$ cat src/rtl/rat_io_fifo_port.sv
// RAT MCU port-mapped output FIFO: OUTPUT writes to DATA_ID are queued and
// drained over a valid/ready handshake. Optional THRESH register: RAT_IO_FIFO_THRESH_EN.
module rat_io_fifo_port #(
  parameter int          DEPTH   = 16,
  parameter logic [7:0]  DATA_ID = 8'h40,
  parameter logic [7:0]  STAT_ID = 8'h41,
  parameter logic [7:0]  CTRL_ID = 8'h42
) (
  input  logic       CLK,
  input  logic       RESET,
  input  logic [7:0] PORT_ID,
  input  logic [7:0] OUT_PORT,
  input  logic       IO_STRB,
  output logic [7:0] IN_PORT,
  output logic       INTR,
  output logic [7:0] TX_DATA,
  output logic       TX_VALID,
  input  logic       TX_READY
);

  localparam int         AW      = (DEPTH > 1) ? $clog2(DEPTH) : 1;
  localparam logic [4:0] DEPTH_C = 5'(DEPTH);

  logic [7:0]    mem [DEPTH];
  logic [AW-1:0] wr_ptr;
  logic [AW-1:0] rd_ptr;
  logic [4:0]    count;
  logic          ovf;
  logic          pend;
  logic          ie;

  logic data_wr;
  logic ctrl_wr;
  logic fifo_full;
  logic fifo_empty;
  logic pop_req;
  logic flush;
  logic pop_do;
  logic push_ok;
  logic push_drop;
  logic clr_ovf;
  logic ack;
  logic pend_hit;
  logic pend_set;

  assign data_wr    = IO_STRB && (PORT_ID == DATA_ID);
  assign ctrl_wr    = IO_STRB && (PORT_ID == CTRL_ID);
  assign fifo_full  = (count == DEPTH_C);
  assign fifo_empty = (count == 5'd0);

  assign TX_VALID = !fifo_empty;
  assign TX_DATA  = mem[rd_ptr];

  assign flush   = ctrl_wr && OUT_PORT[2];
  assign clr_ovf = ctrl_wr && OUT_PORT[1];
  assign ack     = ctrl_wr && OUT_PORT[3];

  // A flush discards the head, so it overrides any handshake in the same cycle.
  assign pop_req   = TX_VALID && TX_READY;
  assign pop_do    = pop_req && !flush;
  assign push_ok   = data_wr && (!fifo_full || pop_do);
  assign push_drop = data_wr && fifo_full && !pop_do;

`ifdef RAT_IO_FIFO_THRESH_EN
  localparam logic [7:0] THRESH_ID = CTRL_ID + 8'd1;

  logic [4:0] thresh;
  logic [5:0] thresh_plus;
  logic       thresh_wr;

  assign thresh_wr   = IO_STRB && (PORT_ID == THRESH_ID);
  assign thresh_plus = {1'b0, thresh} + 6'd1;
  assign pend_hit    = (thresh < DEPTH_C) && ({1'b0, count} == thresh_plus);

  always_ff @(posedge CLK) begin
    if (RESET) begin
      thresh <= 5'd0;
    end else if (thresh_wr) begin
      thresh <= OUT_PORT[4:0];
    end
  end
`else
  assign pend_hit = (count == 5'd1);
`endif

  // Only a real decrement of count crosses the threshold; push+pop holds count.
  assign pend_set = pop_do && !push_ok && pend_hit;

  always_ff @(posedge CLK) begin
    if (push_ok) begin
      mem[wr_ptr] <= OUT_PORT;
    end
  end

  always_ff @(posedge CLK) begin
    if (RESET) begin
      wr_ptr <= '0;
      rd_ptr <= '0;
      count  <= 5'd0;
    end else if (flush) begin
      wr_ptr <= '0;
      rd_ptr <= '0;
      count  <= 5'd0;
    end else begin
      if (push_ok) begin
        wr_ptr <= wr_ptr + AW'(1);
      end
      if (pop_do) begin
        rd_ptr <= rd_ptr + AW'(1);
      end
      case ({push_ok, pop_do})
        2'b10:   count <= count + 5'd1;
        2'b01:   count <= count - 5'd1;
        default: count <= count;
      endcase
    end
  end

  always_ff @(posedge CLK) begin
    if (RESET) begin
      ovf  <= 1'b0;
      pend <= 1'b0;
      ie   <= 1'b0;
      INTR <= 1'b0;
    end else begin
      if (push_drop) begin
        ovf <= 1'b1;
      end else if (clr_ovf) begin
        ovf <= 1'b0;
      end

      if (pend_set) begin
        pend <= 1'b1;
      end else if (ack) begin
        pend <= 1'b0;
      end

      if (ctrl_wr) begin
        ie <= OUT_PORT[0];
      end

      INTR <= ie && pend;
    end
  end

  always_comb begin
    IN_PORT = 8'h00;
    if (PORT_ID == STAT_ID) begin
      IN_PORT = {ovf, fifo_empty, fifo_full, count};
    end else if (PORT_ID == CTRL_ID) begin
      IN_PORT = {4'b0000, pend, 2'b00, ie};
    end
`ifdef RAT_IO_FIFO_THRESH_EN
    else if (PORT_ID == THRESH_ID) begin
      IN_PORT = {3'b000, thresh};
    end
`endif
  end

endmodule
$ cat config.mk
export PLATFORM = sky130hd
export DESIGN_NAME = rat_io_fifo_port
export DESIGN_NICKNAME = d
export VERILOG_FILES = /design/src/rtl/rat_io_fifo_port.sv
export SDC_FILE = /design/constraint.sdc
export NUM_CORES = 1
export LEC_CHECK = 0
export ABC_CLOCK_PERIOD_IN_PS = 6150
export CAP_MARGIN = 10
export CORE_MARGIN = 8
export CORE_UTILIZATION = 40
export CTS_CLUSTER_SIZE = 14
export DETAILED_ROUTE_END_ITERATION = 7
export PLACE_DENSITY = 0.65
export SYNTH_ARGS = -nofsm -noshare
export SYNTH_HDL_FRONTEND = slang
export SYNTH_SLANG_ARGS = --single-unit
export TNS_END_PERCENT = 100
$ cat constraint.sdc
create_clock -name CLK -period 6.15 [get_ports CLK]
set_input_delay 1.845 -clock CLK [delete_from_list [all_inputs] [get_ports CLK]]
set_output_delay 1.845 -clock CLK [all_outputs]
set_load 0.01 [all_outputs]
# Word level (Yosys, flattened, before mapping)
# Memory sizes are Yosys's and may differ from the RTL's. A register that Yosys moved wholly into a read port is not among the register bits.
# Cells that the tools add are included.
# totals
reg_bits	17
latch_bits	0
ram_bits	128
romBits	0
inputBits	20
output_inout_bits	18
elab_cells	54
mem_count	1
# op_classes
add_sub_neg	4
n_mul	0
n_div	0
n_lt_le_gt_ge	0
eq_ne	7
n_shift	0
muxes	11
n_bitwise	0
n_reduce_logical	24
# mem_list
memory	words	word_bits	read_ports	rd_clocked_by_memory_dff	write_ports	line	rtl
mem	16	8	1	1	1	24	logic [7:0] mem [DEPTH];
# op_table
operator	count
$eq 8x7->1 const B	3
$logic_and 1x1->1	13
$mux 4	3
$pmux 5 s2	1
$add 4x1->4 const B	2
$mux 8	1
$mux 1	6
$reduce_bool 2->1	3
$add 5x1->5 const B	1
$eq 5x1->1 const B	1
$eq 5x5->1 const B	1
$logic_not 1->1	5
$logic_not 5->1	1
$sub 5x1->5 const B	1
$eq 2x1->1 const B	1
$eq 2x2->1 const B	1
$reduce_or 2->1	1
$logic_or 1x1->1	1

# Longest topological paths before layout
# Gate-level depths: netlist (run 1).
# depth
depth_word	11
ltp_mapped	9
mapped_depth_nobuf	7

# Worst setup path after synthesis (run 1)
# No wires, ideal clock.
# synth_timing
kind	in2out
from	input port PORT_ID[5]
to	output port IN_PORT[6]
t_arrival_ns	2.653
t_required_ns	4.305
slack_ns	1.652
stages	4
n_path_buf	0
path_cell_list	nor4b_4 > and3_1 > inv_1 > nor2_1
# synth_via
elab_chain_cells	2
# synth_rtl
element	line	rtl
start: declaration	11	input logic [7:0] PORT_ID,
$eq 8x7->1	148	if (PORT_ID == STAT_ID) begin
$mux 8	148	
end: declaration	14	output logic [7:0] IN_PORT,
# Every way passes these cells.

# Worst setup path in the final report (run 1)
# layout_timing
from	input port PORT_ID[1]
to	output port IN_PORT[4]
# The elaborated chain is that of the path after synthesis.

==> results of run 1 <==
-- state kept, by name, summed over array words and instances, names as in the netlist, named ones only --
| signal | count |
|---|---|
| INTR | 1 |
| ovf | 1 |
| ie | 1 |
| mem | 128 |
| wr_ptr | 4 |
| rd_ptr | 4 |
| count | 5 |
| pend | 1 |
-- cell type report --
cell class | instances | area (sq um) | area share
inverter | 7 | 26.3 | 0.00362
timing repair buffer | 51 | 475 | 0.0655
tap | 188 | 235 | 0.0324
sequential | 149 | 4270 | 0.587
clock inverter | 4 | 18.8 | 0.00258
multi-input combinational | 166 | 1700 | 0.234
clock buffer | 28 | 538 | 0.0741
-- worst max-delay path: stages --
cell and delay [ps]:
clkdlybuf4s50_1 610, nor2b_1 280, and3_1 240, inv_1 80, nor2_1 90, clkdlybuf4s50_1 550
-- worst paths after layout --
path,slack (ps),endpoint,from
max reg2reg,3030,mem[10][2],count[0]
max,590,IN_PORT[4],PORT_ID[1]
min reg2reg,470,INTR,pend
min,470,INTR,pend
-- cell families after synthesis --
kind of cell / after synthesis / share of synthesized area
AOI/OAI and AO/OA: 16 / 0.0183
and+or+nand+nor: 90 / 0.0778
buffers and inverters: 26 / 0.0205
adders and majority gates: 9 / 0.0185
muxes: 44 / 0.155
DFF: 149 / 0.700
xor gates and xnor gates: 7 / 0.0101
-- layer usage --
layer,GRT usage,wire [um],vias up
met5,0,0,-
met2,0.218,6070,95
met4,0.0607,229,0
met1,0.169,5410,1612
li1,-,-,1437
met3,0.0410,797,20
-- metrics by stage --
stage	worst slack, ps	hold WS (ps)
2_1_floorplan	1650	422
3_3_place_gp	637	471
3_5_place_dp	575	459
4_1_cts	574	476
5_1_grt	435	505
6_report	592	473
-- where the power goes --
part / internal [mW] / total (mW) / switching, mW
registers: 1.12 / 1.18 / 0.0550
logic: 0.291 / 0.516 / 0.226
clock network: 0.590 / 0.954 / 0.364
total: 2.00 / 2.65 / 0.645
-- cells in the final DEF (no fill, tap or decap), drive strengths merged, types with 7 or more instances in the layout --
cell type,n
edfxtp,128
mux4,40
clkdlybuf4s50,37
nor2,36
clkbuf,28
dfxtp,21
buf,14
nand2,13
nor3,13
ha,9
inv,7
nand3,7
==> results.toml, run 1 <==
[timing]
min_period_ps = 5560
rsz0062_at_grt = "no"
fmax_ghz = 0.180
worst_pin_slew_ps = 943
finalSetupTns_ps = 0
slew_headroom = 0.369
finalHoldViolCount = 0
fin_worst_skew_ps = 5.36
fin_crit_sh = 0.904
setup_viol = 0
slew_violations = 0

[synth]
ys.flop_type = "edfxtp_1"
netlist-cell-type-count = 41
synth_top_cell_area_share = 0.631
yosysMostFrequentCell = "edfxtp_1"
synthesis.nets = 370
synth_top_area_cell = "edfxtp_1"
synthTopCellsByArea = "edfxtp_1 (63%), mux4_2 (15%), dfxtp_1 (6.9%)"
synth_commonest_cells = "edfxtp_1 (128), mux4_2 (40), nor2_1 (36)"
avgSynthCellArea_sq_um = 17.9
ys.warnings.count = 0
yosysSeqAreaShare = 0.700
synth_area_sq_mm = 0.00609
synth_edf_count = 128
synth_seq_cells = 149
synthCells = 341
async_flop_share = 0

[floorplan]
core_sq_mm = 0.0150
die_w_um = 139
die_area_sq_mm = 0.0194
start_util = 0.405
die_y_um = 139
io_pins = 38
rows = 45

[placement]
hpwl_um = 8030
placed_cells = 561
numPortBuffers = 37
place_area_sq_mm = 0.00671
gp_congestion = 0.767

[cts]
htree_levels = 4
clk_latency_ps = 420
clk_pin_slew_ps = 50
cts_sinks = 149
cts_root_buf = "clkbuf_16"
cts_tree = "yes"
post-cts-setup-buffers = 0
cts_resized = 0
cts_made_buffers = 17
postCtsHoldBufs = 0
clk_path_buf_depth = 2

[detailed_routing]
first_pass_iters = 6
drt-initial-drc-count = 237
vias_per_cell = 5.34
drc = 0
num_vias = 3164
wl_um = 12500
wl_per_cell_um = 21.1
ant_nets = 0

[finish]
fin_area_sq_mm = 0.00726
antenna_cells = 0
synthToLayoutAreaGrowth_pct = 19.2
final_nets = 421
finalNonFillerCells = 593
final_util = 0.483
drive_gt1_frac = 0.227
fillers = 1244

[critical_path]
rr_worst_depth = 7
critPathCaptureType = "primary output"
cp_data_arrival_time_ps = 3710
start_kind = "input port"
critPathKind = "in -> out"
required_ps = 4300
cp_max_fo = 11

[job]
maxCapViolCount = 0

[pwr]
power_density_mw_per_mm2 = 365
p_leak_nw = 2.29
ir_drop_uv = 260
power_mw = 2.65

[min_path]
hold_depth = 2
hold_class = "reg -> reg"

[grt]
overflow = 0
grt_pass1_vias = 3362
grt_pass1_wl_um = 19400
grt_max_degree = 33
grtUsageTotal = 0.137
antenna_found_initial = 0

[run_status]
status = "finished, final reports clean"
(Power assumes the default switching activity.)
==> inputs of run 2 (changes only) <==
--- a/config.mk
+++ b/config.mk
@@ -5,7 +5,6 @@
 export SDC_FILE = /design/constraint.sdc
 export NUM_CORES = 1
 export LEC_CHECK = 0
-export ABC_CLOCK_PERIOD_IN_PS = 6150
 export CAP_MARGIN = 10
 export CORE_MARGIN = 8
 export CORE_UTILIZATION = 40
==> results of run 2 <==
Same layout as run 1: the final DEF is identical, and so are final timing and power.
==> inputs of run 3 (changes only) <==
--- a/config.mk
+++ b/config.mk
@@ -8,7 +8,7 @@
 export CAP_MARGIN = 10
 export CORE_MARGIN = 8
 export CORE_UTILIZATION = 40
-export CTS_CLUSTER_SIZE = 14
+export CTS_CLUSTER_SIZE = 40
 export DETAILED_ROUTE_END_ITERATION = 7
 export PLACE_DENSITY = 0.65
 export SYNTH_ARGS = -nofsm -noshare
==> results of run 3 <==
Same layout as run 1: the final DEF is identical, and so are final timing and power.
